[config.mk]
export PLATFORM = sky130hd
export DESIGN_NAME = hawk_cl_axi_master_flat
export DESIGN_NICKNAME = d
export VERILOG_FILES = /design/src/rtl/hacd_pkg.sv /design/src/rtl/hawk_cl_axi_master_if.sv /design/src/rtl/hawk_line_byteswap.sv /design/src/rtl/hawk_cl_axi_master.sv /design/src/flat_wrapper.sv
export SDC_FILE = /design/constraint.sdc
export NUM_CORES = 2
export LEC_CHECK = 0
export ABC_AREA = 1
export BUFFER_PORTS_ARGS = -buffer_cell sky130_fd_sc_hd__buf_2
export CAP_MARGIN = 30
export CORE_AREA = 2 2 753 755
export DETAILED_ROUTE_END_ITERATION = 12
export DIE_AREA = 0 0 755 757
export PLACE_DENSITY_LB_ADDON = 0.15
export SLEW_MARGIN = 30
export SYNTH_ARGS = -nofsm -noshare
export SYNTH_HDL_FRONTEND = slang
export SYNTH_HIERARCHICAL = 1
export SYNTH_SLANG_ARGS = --single-unit
[constraint.sdc]
create_clock -name clk -period 1.5 [get_ports clk]
set_input_delay 0.375 -clock clk [delete_from_list [all_inputs] [get_ports clk]]
set_output_delay 0.375 -clock clk [all_outputs]
set_load 0.02 [all_outputs]
[src/rtl/hacd_pkg.sv]
// Shared FSM state type, completion error codes and AXI burst constants for the
// hawk cacheline AXI master.
`ifndef HACD_MC_AXI4_DATA_WIDTH
`define HACD_MC_AXI4_DATA_WIDTH 256
`endif

package hacd_pkg;
    typedef enum logic [3:0] {IDLE, AW, W0, W1, BWAIT, AR, R0, R1, RSP} cl_state_t;

    localparam logic [1:0] ERR_OK  = 2'b00;
    localparam logic [1:0] ERR_AXI = 2'b01;
    localparam logic [1:0] ERR_TMO = 2'b10;

    localparam logic [7:0] AXI_LEN        = 8'd1;
    localparam logic [2:0] AXI_SIZE       = 3'd5;
    localparam logic [1:0] AXI_BURST_INCR = 2'b01;

    localparam int LINE_W = 512;
    localparam int BEAT_W = `HACD_MC_AXI4_DATA_WIDTH;
endpackage

[src/rtl/hawk_cl_axi_master_if.sv]
// AXI4 write and read channel bundles between the cacheline master and the memory
// controller; the line is carried as two BEAT_W beats.
interface HACD_MC_AXI_WR_BUS #(parameter int ID_W = 6) ();
    logic                          awvalid, awready;
    logic [63:0]                   awaddr;
    logic [7:0]                    awlen;
    logic [2:0]                    awsize;
    logic [1:0]                    awburst;
    logic [ID_W-1:0]               awid;
    logic                          wvalid, wready, wlast;
    logic [hacd_pkg::BEAT_W-1:0]   wdata;
    logic [hacd_pkg::BEAT_W/8-1:0] wstrb;
    logic                          bvalid, bready;
    logic [1:0]                    bresp;
    logic [ID_W-1:0]               bid;

    modport master(output awvalid, awaddr, awlen, awsize, awburst, awid,
                          wvalid, wdata, wstrb, wlast, bready,
                   input  awready, wready, bvalid, bresp, bid);
    modport slave (input  awvalid, awaddr, awlen, awsize, awburst, awid,
                          wvalid, wdata, wstrb, wlast, bready,
                   output awready, wready, bvalid, bresp, bid);
endinterface

interface HACD_MC_AXI_RD_BUS #(parameter int ID_W = 6) ();
    logic                        arvalid, arready;
    logic [63:0]                 araddr;
    logic [7:0]                  arlen;
    logic [2:0]                  arsize;
    logic [1:0]                  arburst;
    logic [ID_W-1:0]             arid;
    logic                        rvalid, rready, rlast;
    logic [hacd_pkg::BEAT_W-1:0] rdata;
    logic [1:0]                  rresp;
    logic [ID_W-1:0]             rid;

    modport master(output arvalid, araddr, arlen, arsize, arburst, arid, rready,
                   input  arready, rvalid, rdata, rresp, rid, rlast);
    modport slave (input  arvalid, araddr, arlen, arsize, arburst, arid, rready,
                   output arready, rvalid, rdata, rresp, rid, rlast);
endinterface

[src/rtl/hawk_line_byteswap.sv]
// 512-bit line byte reorder. With HAWK_CL_BYTESWAP_EN defined each 8-byte word is
// byte-reversed (memory's big-endian 8B layout); otherwise the line passes straight through.
module hawk_line_byteswap
    import hacd_pkg::*;
(
    input  logic [LINE_W-1:0] din,
    output logic [LINE_W-1:0] dout
);
`ifdef HAWK_CL_BYTESWAP_EN
    for (genvar w = 0; w < LINE_W/64; w++) begin : g_word
        for (genvar b = 0; b < 8; b++) begin : g_byte
            assign dout[64*w + 8*b +: 8] = din[64*w + 8*(7-b) +: 8];
        end
    end
`else
    assign dout = din;
`endif
endmodule

[src/rtl/hawk_cl_axi_master.sv]
// Single-outstanding cacheline (64B) AXI4 master: one 2-beat INCR burst per request.
// Optional HAWK_CL_BYTESWAP_EN reorders bytes within 8B words on both directions.
module hawk_cl_axi_master
    import hacd_pkg::*;
#(
    parameter int TIMEOUT_CYC = 1024,
    parameter int ID_W        = 6
) (
    input  logic                clk,
    input  logic                rst_n,
    input  logic                req_valid,
    output logic                req_ready,
    input  logic                req_wr,
    input  logic [63:0]         req_addr,
    input  logic [ID_W-1:0]     req_id,
    input  logic [LINE_W-1:0]   req_wdata,
    input  logic [LINE_W/8-1:0] req_wstrb,
    output logic                rsp_valid,
    input  logic                rsp_ready,
    output logic [LINE_W-1:0]   rsp_rdata,
    output logic [ID_W-1:0]     rsp_id,
    output logic [1:0]          rsp_err,
    HACD_MC_AXI_WR_BUS.master   wr_bus,
    HACD_MC_AXI_RD_BUS.master   rd_bus
);
    localparam int TMO_W = $clog2(TIMEOUT_CYC + 1);

    cl_state_t             state;
    logic [LINE_W-1:0]     wline, rline, wdata_sw, wstrb_exp, wstrb_sw;
    logic [LINE_W/8-1:0]   wstrb_line, wstrb_c;
    logic [TMO_W-1:0]      tmo;
    logic                  tmo_hit;

    // Strobes ride through the same byte reorder as data: expand to byte masks, swap, fold back.
    for (genvar k = 0; k < LINE_W/8; k++) begin : g_strb
        assign wstrb_exp[8*k +: 8] = {8{req_wstrb[k]}};
        assign wstrb_c[k]          = &wstrb_sw[8*k +: 8];
    end

    hawk_line_byteswap u_wdata_sw (.din(req_wdata), .dout(wdata_sw));
    hawk_line_byteswap u_wstrb_sw (.din(wstrb_exp), .dout(wstrb_sw));
    hawk_line_byteswap u_rdata_sw (.din(rline),     .dout(rsp_rdata));

    assign tmo_hit = (tmo == TMO_W'(TIMEOUT_CYC - 1));

    always_ff @(posedge clk) begin
        if (!rst_n) begin
            state              <= IDLE;
            req_ready          <= 1'b0;
            rsp_valid          <= 1'b0;
            rsp_id             <= '0;
            rsp_err            <= ERR_OK;
            wline              <= '0;
            wstrb_line         <= '0;
            rline              <= '0;
            tmo                <= '0;
            wr_bus.awvalid     <= 1'b0;
            wr_bus.awaddr      <= '0;
            wr_bus.awlen       <= '0;
            wr_bus.awsize      <= '0;
            wr_bus.awburst     <= '0;
            wr_bus.awid        <= '0;
            wr_bus.wvalid      <= 1'b0;
            wr_bus.wdata       <= '0;
            wr_bus.wstrb       <= '0;
            wr_bus.wlast       <= 1'b0;
            wr_bus.bready      <= 1'b0;
            rd_bus.arvalid     <= 1'b0;
            rd_bus.araddr      <= '0;
            rd_bus.arlen       <= '0;
            rd_bus.arsize      <= '0;
            rd_bus.arburst     <= '0;
            rd_bus.arid        <= '0;
            rd_bus.rready      <= 1'b0;
        end else begin
            case (state)
                IDLE: begin
                    // req_ready rises one cycle after entering IDLE, giving the idle gap after a response.
                    req_ready <= 1'b1;
                    if (req_valid && req_ready) begin
                        req_ready <= 1'b0;
                        rsp_id    <= req_id;
                        rsp_err   <= ERR_OK;
                        rline     <= '0;
                        if (req_wr) begin
                            wline           <= wdata_sw;
                            wstrb_line      <= wstrb_c;
                            wr_bus.awvalid  <= 1'b1;
                            wr_bus.awaddr   <= req_addr;
                            wr_bus.awlen    <= AXI_LEN;
                            wr_bus.awsize   <= AXI_SIZE;
                            wr_bus.awburst  <= AXI_BURST_INCR;
                            wr_bus.awid     <= req_id;
                            state           <= AW;
                        end else begin
                            rd_bus.arvalid  <= 1'b1;
                            rd_bus.araddr   <= req_addr;
                            rd_bus.arlen    <= AXI_LEN;
                            rd_bus.arsize   <= AXI_SIZE;
                            rd_bus.arburst  <= AXI_BURST_INCR;
                            rd_bus.arid     <= req_id;
                            state           <= AR;
                        end
                    end
                end
                AW: if (wr_bus.awready) begin
                    wr_bus.awvalid <= 1'b0;
                    wr_bus.wvalid  <= 1'b1;
                    wr_bus.wdata   <= wline[BEAT_W-1:0];
                    wr_bus.wstrb   <= wstrb_line[BEAT_W/8-1:0];
                    wr_bus.wlast   <= 1'b0;
                    state          <= W0;
                end
                W0: if (wr_bus.wready) begin
                    wr_bus.wdata <= wline[LINE_W-1:BEAT_W];
                    wr_bus.wstrb <= wstrb_line[LINE_W/8-1:BEAT_W/8];
                    wr_bus.wlast <= 1'b1;
                    state        <= W1;
                end
                W1: if (wr_bus.wready) begin
                    wr_bus.wvalid <= 1'b0;
                    wr_bus.wlast  <= 1'b0;
                    wr_bus.bready <= 1'b1;
                    tmo           <= '0;
                    state         <= BWAIT;
                end
                BWAIT: if (wr_bus.bvalid) begin
                    wr_bus.bready <= 1'b0;
                    rsp_valid     <= 1'b1;
                    state         <= RSP;
                    if (wr_bus.bresp != 2'b00 || wr_bus.bid != rsp_id) rsp_err <= ERR_AXI;
                end else if (tmo_hit) begin
                    wr_bus.bready <= 1'b0;
                    rsp_err       <= ERR_TMO;
                    rsp_valid     <= 1'b1;
                    state         <= RSP;
                end else begin
                    tmo <= tmo + 1'b1;
                end
                AR: if (rd_bus.arready) begin
                    rd_bus.arvalid <= 1'b0;
                    rd_bus.rready  <= 1'b1;
                    tmo            <= '0;
                    state          <= R0;
                end
                R0: if (rd_bus.rvalid) begin
                    rline[BEAT_W-1:0] <= rd_bus.rdata;
                    tmo               <= '0;
                    state             <= R1;
                    if (rd_bus.rresp != 2'b00 || rd_bus.rlast || rd_bus.rid != rsp_id) rsp_err <= ERR_AXI;
                end else if (tmo_hit) begin
                    rd_bus.rready <= 1'b0;
                    rsp_err       <= ERR_TMO;
                    rsp_valid     <= 1'b1;
                    state         <= RSP;
                end else begin
                    tmo <= tmo + 1'b1;
                end
                R1: if (rd_bus.rvalid) begin
                    rline[LINE_W-1:BEAT_W] <= rd_bus.rdata;
                    rd_bus.rready          <= 1'b0;
                    rsp_valid              <= 1'b1;
                    state                  <= RSP;
                    if (rd_bus.rresp != 2'b00 || !rd_bus.rlast || rd_bus.rid != rsp_id) rsp_err <= ERR_AXI;
                end else if (tmo_hit) begin
                    rd_bus.rready <= 1'b0;
                    rsp_err       <= ERR_TMO;
                    rsp_valid     <= 1'b1;
                    state         <= RSP;
                end else begin
                    tmo <= tmo + 1'b1;
                end
                RSP: if (rsp_ready) begin
                    rsp_valid <= 1'b0;
                    state     <= IDLE;
                end
                default: state <= IDLE;
            endcase
        end
    end
endmodule

[src/flat_wrapper.sv]
// flat-port wrapper written by rule: the top's interface ports become plain ports
module hawk_cl_axi_master_flat import hacd_pkg::*;
#(
    parameter int TIMEOUT_CYC = 1024,
    parameter int ID_W        = 6
)
  (clk, rst_n, req_valid, req_ready, req_wr, req_addr, req_id, req_wdata, req_wstrb, rsp_valid, rsp_ready, rsp_rdata, rsp_id, rsp_err, wr_bus_awvalid, wr_bus_awaddr, wr_bus_awlen, wr_bus_awsize, wr_bus_awburst, wr_bus_awid, wr_bus_wvalid, wr_bus_wdata, wr_bus_wstrb, wr_bus_wlast, wr_bus_bready, wr_bus_awready, wr_bus_wready, wr_bus_bvalid, wr_bus_bresp, wr_bus_bid, rd_bus_arvalid, rd_bus_araddr, rd_bus_arlen, rd_bus_arsize, rd_bus_arburst, rd_bus_arid, rd_bus_rready, rd_bus_arready, rd_bus_rvalid, rd_bus_rdata, rd_bus_rresp, rd_bus_rid, rd_bus_rlast);
  HACD_MC_AXI_WR_BUS #(.ID_W(ID_W)) wr_bus_i ();
  HACD_MC_AXI_RD_BUS #(.ID_W(ID_W)) rd_bus_i ();
  input  logic clk;
  input  logic rst_n;
  input  logic req_valid;
  output logic req_ready;
  input  logic req_wr;
  input  logic [63:0] req_addr;
  input  logic [ID_W-1:0] req_id;
  input  logic [LINE_W-1:0] req_wdata;
  input  logic [LINE_W/8-1:0] req_wstrb;
  output logic rsp_valid;
  input  logic rsp_ready;
  output logic [LINE_W-1:0] rsp_rdata;
  output logic [ID_W-1:0] rsp_id;
  output logic [1:0] rsp_err;
  output wire logic [$bits(wr_bus_i.awvalid)-1:0] wr_bus_awvalid;
  output wire logic [$bits(wr_bus_i.awaddr)-1:0] wr_bus_awaddr;
  output wire logic [$bits(wr_bus_i.awlen)-1:0] wr_bus_awlen;
  output wire logic [$bits(wr_bus_i.awsize)-1:0] wr_bus_awsize;
  output wire logic [$bits(wr_bus_i.awburst)-1:0] wr_bus_awburst;
  output wire logic [$bits(wr_bus_i.awid)-1:0] wr_bus_awid;
  output wire logic [$bits(wr_bus_i.wvalid)-1:0] wr_bus_wvalid;
  output wire logic [$bits(wr_bus_i.wdata)-1:0] wr_bus_wdata;
  output wire logic [$bits(wr_bus_i.wstrb)-1:0] wr_bus_wstrb;
  output wire logic [$bits(wr_bus_i.wlast)-1:0] wr_bus_wlast;
  output wire logic [$bits(wr_bus_i.bready)-1:0] wr_bus_bready;
  input wire logic [$bits(wr_bus_i.awready)-1:0] wr_bus_awready;
  input wire logic [$bits(wr_bus_i.wready)-1:0] wr_bus_wready;
  input wire logic [$bits(wr_bus_i.bvalid)-1:0] wr_bus_bvalid;
  input wire logic [$bits(wr_bus_i.bresp)-1:0] wr_bus_bresp;
  input wire logic [$bits(wr_bus_i.bid)-1:0] wr_bus_bid;
  output wire logic [$bits(rd_bus_i.arvalid)-1:0] rd_bus_arvalid;
  output wire logic [$bits(rd_bus_i.araddr)-1:0] rd_bus_araddr;
  output wire logic [$bits(rd_bus_i.arlen)-1:0] rd_bus_arlen;
  output wire logic [$bits(rd_bus_i.arsize)-1:0] rd_bus_arsize;
  output wire logic [$bits(rd_bus_i.arburst)-1:0] rd_bus_arburst;
  output wire logic [$bits(rd_bus_i.arid)-1:0] rd_bus_arid;
  output wire logic [$bits(rd_bus_i.rready)-1:0] rd_bus_rready;
  input wire logic [$bits(rd_bus_i.arready)-1:0] rd_bus_arready;
  input wire logic [$bits(rd_bus_i.rvalid)-1:0] rd_bus_rvalid;
  input wire logic [$bits(rd_bus_i.rdata)-1:0] rd_bus_rdata;
  input wire logic [$bits(rd_bus_i.rresp)-1:0] rd_bus_rresp;
  input wire logic [$bits(rd_bus_i.rid)-1:0] rd_bus_rid;
  input wire logic [$bits(rd_bus_i.rlast)-1:0] rd_bus_rlast;
  assign wr_bus_awvalid = wr_bus_i.awvalid;
  assign wr_bus_awaddr = wr_bus_i.awaddr;
  assign wr_bus_awlen = wr_bus_i.awlen;
  assign wr_bus_awsize = wr_bus_i.awsize;
  assign wr_bus_awburst = wr_bus_i.awburst;
  assign wr_bus_awid = wr_bus_i.awid;
  assign wr_bus_wvalid = wr_bus_i.wvalid;
  assign wr_bus_wdata = wr_bus_i.wdata;
  assign wr_bus_wstrb = wr_bus_i.wstrb;
  assign wr_bus_wlast = wr_bus_i.wlast;
  assign wr_bus_bready = wr_bus_i.bready;
  assign wr_bus_i.awready = wr_bus_awready;
  assign wr_bus_i.wready = wr_bus_wready;
  assign wr_bus_i.bvalid = wr_bus_bvalid;
  assign wr_bus_i.bresp = wr_bus_bresp;
  assign wr_bus_i.bid = wr_bus_bid;
  assign rd_bus_arvalid = rd_bus_i.arvalid;
  assign rd_bus_araddr = rd_bus_i.araddr;
  assign rd_bus_arlen = rd_bus_i.arlen;
  assign rd_bus_arsize = rd_bus_i.arsize;
  assign rd_bus_arburst = rd_bus_i.arburst;
  assign rd_bus_arid = rd_bus_i.arid;
  assign rd_bus_rready = rd_bus_i.rready;
  assign rd_bus_i.arready = rd_bus_arready;
  assign rd_bus_i.rvalid = rd_bus_rvalid;
  assign rd_bus_i.rdata = rd_bus_rdata;
  assign rd_bus_i.rresp = rd_bus_rresp;
  assign rd_bus_i.rid = rd_bus_rid;
  assign rd_bus_i.rlast = rd_bus_rlast;
  hawk_cl_axi_master #(.TIMEOUT_CYC(TIMEOUT_CYC), .ID_W(ID_W)) u_core (.clk(clk), .rst_n(rst_n), .req_valid(req_valid), .req_ready(req_ready), .req_wr(req_wr), .req_addr(req_addr), .req_id(req_id), .req_wdata(req_wdata), .req_wstrb(req_wstrb), .rsp_valid(rsp_valid), .rsp_ready(rsp_ready), .rsp_rdata(rsp_rdata), .rsp_id(rsp_id), .rsp_err(rsp_err), .wr_bus(wr_bus_i), .rd_bus(rd_bus_i));
endmodule
-- Word-level counts from Yosys, hierarchy flattened
Cells that the tools add are included.
- flip-flop bits (word level): 1551
- output and inout bits: 982
- logic and storage cells: 160
- input bits: 929
- multiplexer cells: 66
- reductions and logical operators: 38
- add/sub/neg operators: 1
- bitwise logic cells: 1
- equality and inequality tests: 28
- operators with widths (cell ; count):
    256-bit one-hot mux with 2 select lines ; 3
    256-bit two-way mux ; 3
    512-bit two-way mux ; 1
    11-bit two-way mux ; 6
    32-bit two-way mux ; 2
    32-bit one-hot mux with 2 select lines ; 1
    11-bit one-hot mux with 5 select lines ; 1
    4-bit two-way mux ; 10
    4-bit one-hot mux with 9 select lines ; 1
    3-bit AND reduction ; 9
    2-bit != test, second input constant ; 12
    1-bit two-way mux ; 21
    2-bit nonzero test ; 9
    4-bit by 3-bit equality test with 1-bit output, second input constant ; 4
    2-bit two-way mux ; 8
    3-bit by 2-bit != test with 1-bit output, second input constant ; 4
    6-bit != test ; 2
    4-bit AND reduction ; 3
    11-bit by 1-bit adder with 11-bit output, second input constant ; 1
    11-bit by 10-bit equality test with 1-bit output, second input constant ; 1
    5-bit AND reduction ; 2
    4-bit by 2-bit equality test with 1-bit output, second input constant ; 2
    1-bit one-hot mux with 2 select lines ; 4
    2-bit one-hot mux with 4 select lines ; 1
    16 further kinds ; 23

-- Longest topological paths before layout
- depth in word-level cells: 6
- mapped depth: 11
- gate-level depth less buffers: 11

-- Hierarchy
Netlist, hierarchy kept.
- modules (own cells, without submodules) (module ; cells each ; area each (um2) ; times used ; seq. area each (um2)):
    hawk_cl_axi_master ; 7430 ; 57704.1 ; 1 ; 31009.7
    hawk_line_byteswap ; 512 ; 3843.7 ; 3 ; 0.0

-- Least setup slack after synthesis
Ideal clock, no wire load.
- path kind: reg-to-reg
- start: register u_core.tmo[0]
- end: register u_core.rsp_valid
- cell stages (with the launch flop): 9
- setup slack: -0.075 ns
- setup time: 0.117 ns
- arrival time: 1.458 ns
- cell sequence: dfxtp_1 -> ha_1 -> nand3_1 -> inv_1 -> nand3_1 -> clkbuf_1 -> nand3_1 -> a41oi_1 -> nor2_1
- longest elaborated chain between the ends: 4
- elaborated cells between the ends (all ways): 6
- those cells by class: 1 x eq/ne; 5 x mux
- ends and longest elaborated chain (item ; line ; text):
    start: declaration ; hawk_cl_axi_master.sv:31 ; logic [TMO_W-1:0] tmo;
    start signal: assignment ; hawk_cl_axi_master.sv:138 ; tmo <= tmo + 1'b1;
    start signal: assignment ; hawk_cl_axi_master.sv:157 ; tmo <= tmo + 1'b1;
    start signal: assignment ; hawk_cl_axi_master.sv:171 ; tmo <= tmo + 1'b1;
    11-bit by 10-bit equality test with 1-bit output * ; hawk_cl_axi_master.sv:44 ; assign tmo_hit = (tmo == TMO_W'(TIMEOUT_CYC - 1));
    1-bit two-way mux * ; -- ;
    1-bit two-way mux (on tied branches) ; -- ;
    1-bit one-hot mux with 4 select lines * ; -- ;
    end signal: assignment ; hawk_cl_axi_master.sv:50 ; rsp_valid <= 1'b0;
    end signal: assignment ; hawk_cl_axi_master.sv:129 ; rsp_valid <= 1'b1;
    end signal: assignment ; hawk_cl_axi_master.sv:135 ; rsp_valid <= 1'b1;
    end: declaration ; hawk_cl_axi_master.sv:18 ; output logic rsp_valid,
Mark *: on every way between the ends. The rest lies on a longest branch, timed or not. The select of a mux whose other input is x is not followed.
A chain may end at the register's enable or synchronous reset.

-- Worst setup path in the final report
- start: register u_core.state[3]
- end: register u_core/wr_bus.wdata[92] (netlist bit)
- longest elaborated chain between the ends: 3
- elaborated cells between the ends (all ways): 7
- those cells by class: 4 x eq/ne; 1 x mux; 2 x reduce/logical
- ends and longest elaborated chain (item ; line ; text):
    start: declaration ; hawk_cl_axi_master.sv:28 ; cl_state_t state;
    start signal: assignment ; hawk_cl_axi_master.sv:48 ; state <= IDLE;
    start signal: assignment ; hawk_cl_axi_master.sv:94 ; state <= AW;
    start signal: assignment ; hawk_cl_axi_master.sv:102 ; state <= AR;
    4-bit by 2-bit equality test with 1-bit output / 4-bit by 1-bit equality test with 1-bit output (equally long branches) ; hawk_cl_axi_master.sv:76 ; case (state)
    2-bit != test (no source line) / 2-bit nonzero test (equally long branches) ; -- ;
    3-bit AND reduction (no source line) ; -- ;
    end signal: assignment ; hawk_cl_axi_master.sv:109 ; wr_bus.wdata <= wline[BEAT_W-1:0];
    end signal: assignment ; hawk_cl_axi_master.sv:115 ; wr_bus.wdata <= wline[LINE_W-1:BEAT_W];
    end: declaration ; hawk_cl_axi_master_if.sv:18 ; wvalid, wdata, wstrb, wlast, bready,
Several ways; a longest one is shown, not always the timed one.

==> impl_metrics.json <==
{
  "status": "finished, violations left",
  "violations": "negative hold slack, negative setup slack",
  "worst_slack_ps": -528,
  "grt_pass1_wl_mm": 601,
  "grt_use_total": 0.152,
  "clk_pin_slew_worst_paths_ps": 60,
  "total_power_mw": 172,
  "area_growth_pct": 51.6,
  "dieArea_um2": 572000,
  "crit_type": "flip-flop to flip-flop",
  "maxCapViolations": 0,
  "pwr-share-comb": 0.374,
  "p_leak_nw": 43.1,
  "use_met1": 0.163,
  "holdWs_ps": -19.2,
  "avgViaCountPerCell": 3.60,
  "antenna_found_initial": 165,
  "grt_pass1_vias": 66300,
  "gp_congestion": 0.875,
  "cp.arrival_ps": 2820,
  "die_y_um": 757,
  "peakVddDrop_mv": 0.965,
  "clkPwrFrac": 0.304,
  "cell_internal_pwr_mw": 104,
  "p_per_area_nw_per_um2": 1640,
  "ys_warn_count": 6,
  "cts_hold_buf": 916,
  "rsz0062_at_grt": "true",
  "synth_flop_cell": "dfxtp_1",
  "coreArea_um2": 563000,
  "wire_per_inst_um": 25.6,
  "start_util": 0.123,
  "start_kind": "flip-flop",
  "insertion_delay_ps": 930,
  "synth_edf_count": 0,
  "seq_power_share": 0.321,
  "finClkSkew_ps": 77.2,
  "dpl_cell_area_um2": 81100,
  "setup_violations": 2502,
  "worst_pin_slew_ps": 621,
  "hpwlAfterDp_mm": 363,
  "io_pins": 1911,
  "layout_common_cells": "nand2_1 (1744), buf_2 (1734), dfxtp_1 (1396)",
  "overflow": 0,
  "vias": 66500,
  "fin_area_um2": 105000,
  "drt_wl_total_mm": 472,
  "ys_seq_area_frac": 0.448,
  "firstDrtPassIters": 6,
  "antenna_left": 0,
  "final_nets": 11600,
  "io_buffers": 1892,
  "die-width_um": 755,
  "async_flop_share": 0,
  "cp-end-kind": "flip-flop",
  "synth_area_um2": 69200,
  "finish.utilization": 0.186,
  "drc": 0,
  "synth_cell_types": 33,
  "final_hold_viol_count": 1,
  "cp_max_fo": 16,
  "mostFrequentLayoutCell": "nand2_1",
  "drv_slew": 0,
  "synth_cells": 8966,
  "htree_levels": 4,
  "grt.met3_usage": 0.0448,
  "pre_cts_ws_ps": -803,
  "period_minus_slack_ps": 2030,
  "max-slew-margin-rel": 0.585,
  "hp-class": "primary input to flip-flop",
  "max_freq_mhz": 493,
  "clock_tree.buffer_depth": 4,
  "numCtsBuffers": 212,
  "row_count": 276,
  "clockRootBuffer": "clkbuf_16",
  "cts.sinks": 1549,
  "p_sw_mw": 67.9,
  "grt_max_degree": 62,
  "drtIter0Drc": 3845,
  "p_sw_frac": 0.394,
  "cp.required_ps": 2290,
  "finalCritPeriodShare": 1.35,
  "drive_gt1_frac": 0.324,
  "cts_tree": "yes",
  "syn_area_per_cell_um2": 7.72,
  "ys_ff_latch": 1549,
  "grtUsageMet2": 0.278,
  "grt.busiest_layer": "met2"
}
power by group through the flow:
stage | combinational, mW | sequential [mW] | clock, mW
after detailed placement | 53.4 | 55.4 | 0
final | 64.4 | 55.3 | 52.3
after global placement | 53.6 | 55.5 | 0
after global routing | 68.6 | 56.3 | 55.7
after floorplan | 28.8 | 56.5 | 0
after CTS | 61.9 | 55.4 | 54.5
cell usage after synthesis (all sizes together), types with 30 or more instances:
cell | instances | area (um^2)
o211a | 49 | 490
nand2 | 1856 | 6990
o21ai | 944 | 4720
inv | 63 | 236
buf | 1890 | 13300
nor2 | 717 | 2730
nand3 | 30 | 150
clkbuf | 292 | 1100
a21oi | 1133 | 5670
dfxtp | 1549 | 31000
nand4 | 123 | 776
a31oi | 291 | 1820
registers in the layout, indices dropped and copies added, names as in the netlist, 2 cells and up:
signal,cells
u_core/wstrb_line,64
u_core/wr_bus.wstrb,32
u_core/wr_bus.awid,6
u_core/rsp_id,6
u_core/wr_bus.wdata,256
u_core/rd_bus.arid,6
u_core/wr_bus.awaddr,64
u_core/tmo,11
u_core/rd_bus.araddr,64
u_core/state,4
u_core/rsp_err,2
u_core/rline,512
u_core/wline,512
worst max-delay path, cell delays in order, from the launching register on:
cell	delay, ps
dfxtp_2	320
inv_2	80
nand2_4	60
buf_4	150
nor2_4	160
buf_6	130
buf_16	170
inv_16	90
buf_16	250
buf_12	160
nand2_1	90
a31oi_1	80
timing repair:
action	in CTS	in global routing
gates cloned	34	65
buffers inserted	67	41
endpoints found under the setup margin	2505	2505
hold endpoints to repair	1254	1
pin swaps	39	58
resized for setup	891	395
per-layer routing:
layer	part of all wire	vias up
li1	-	31900
met3	0.067	700
met5	0.0012	-
met4	0.045	92
met1	0.38	31700
met2	0.51	2047
cells by family (layout without fill, tap and decap cells):
| group | after synthesis | count (layout) | synth area share |
|---|---|---|---|
| adders and majority gates | 1 | 1 | 0.000181 |
| xor gates and xnor gates | 1 | 1 | 0.000127 |
| AOI/OAI and AO/OA | 2425 | 2425 | 0.184 |
| other | 1 | 99 | 0.0000542 |
| DFF | 1549 | 1549 | 0.448 |
| buffers and inverters | 2245 | 4122 | 0.212 |
| and+or+nand+nor | 2744 | 2744 | 0.155 |
layout make-up:
type	count	area, um^2
Inverter	63	340
Fill cell	63800	458000
Multi-Input combinational cell	5189	24900
Sequential cell	1549	31400
Clock inverter	63	761
Clock buffer	315	6200
Timing Repair Buffer	3681	31800
Tap cell	7506	9390
Antenna cell	81	203
per-stage QoR:
stage          TNS [ps]  std cells
2_1_floorplan     -9230       8983
3_3_place_gp    -629120      16900
3_5_place_dp    -632340      16900
4_1_cts        -1106760      18300
5_1_grt        -1121190      18400
6_report        -838080      18400
path summary, 6_finish.rpt:
kind	start	endpoint	slack (ps)	cells past startpoint
worst max-delay path	u_core/state[3]	u_core/wr_bus.wdata[92]	-530	11
worst min-delay path	req_valid	u_core/req_ready	-20	5
worst max register to register	u_core/state[3]	u_core/wr_bus.wdata[92]	-530	11
worst min register to register	u_core/wline[502]	u_core/wr_bus.wdata[246]	420	2
Note: power is estimated with default switching activity, not from simulation.
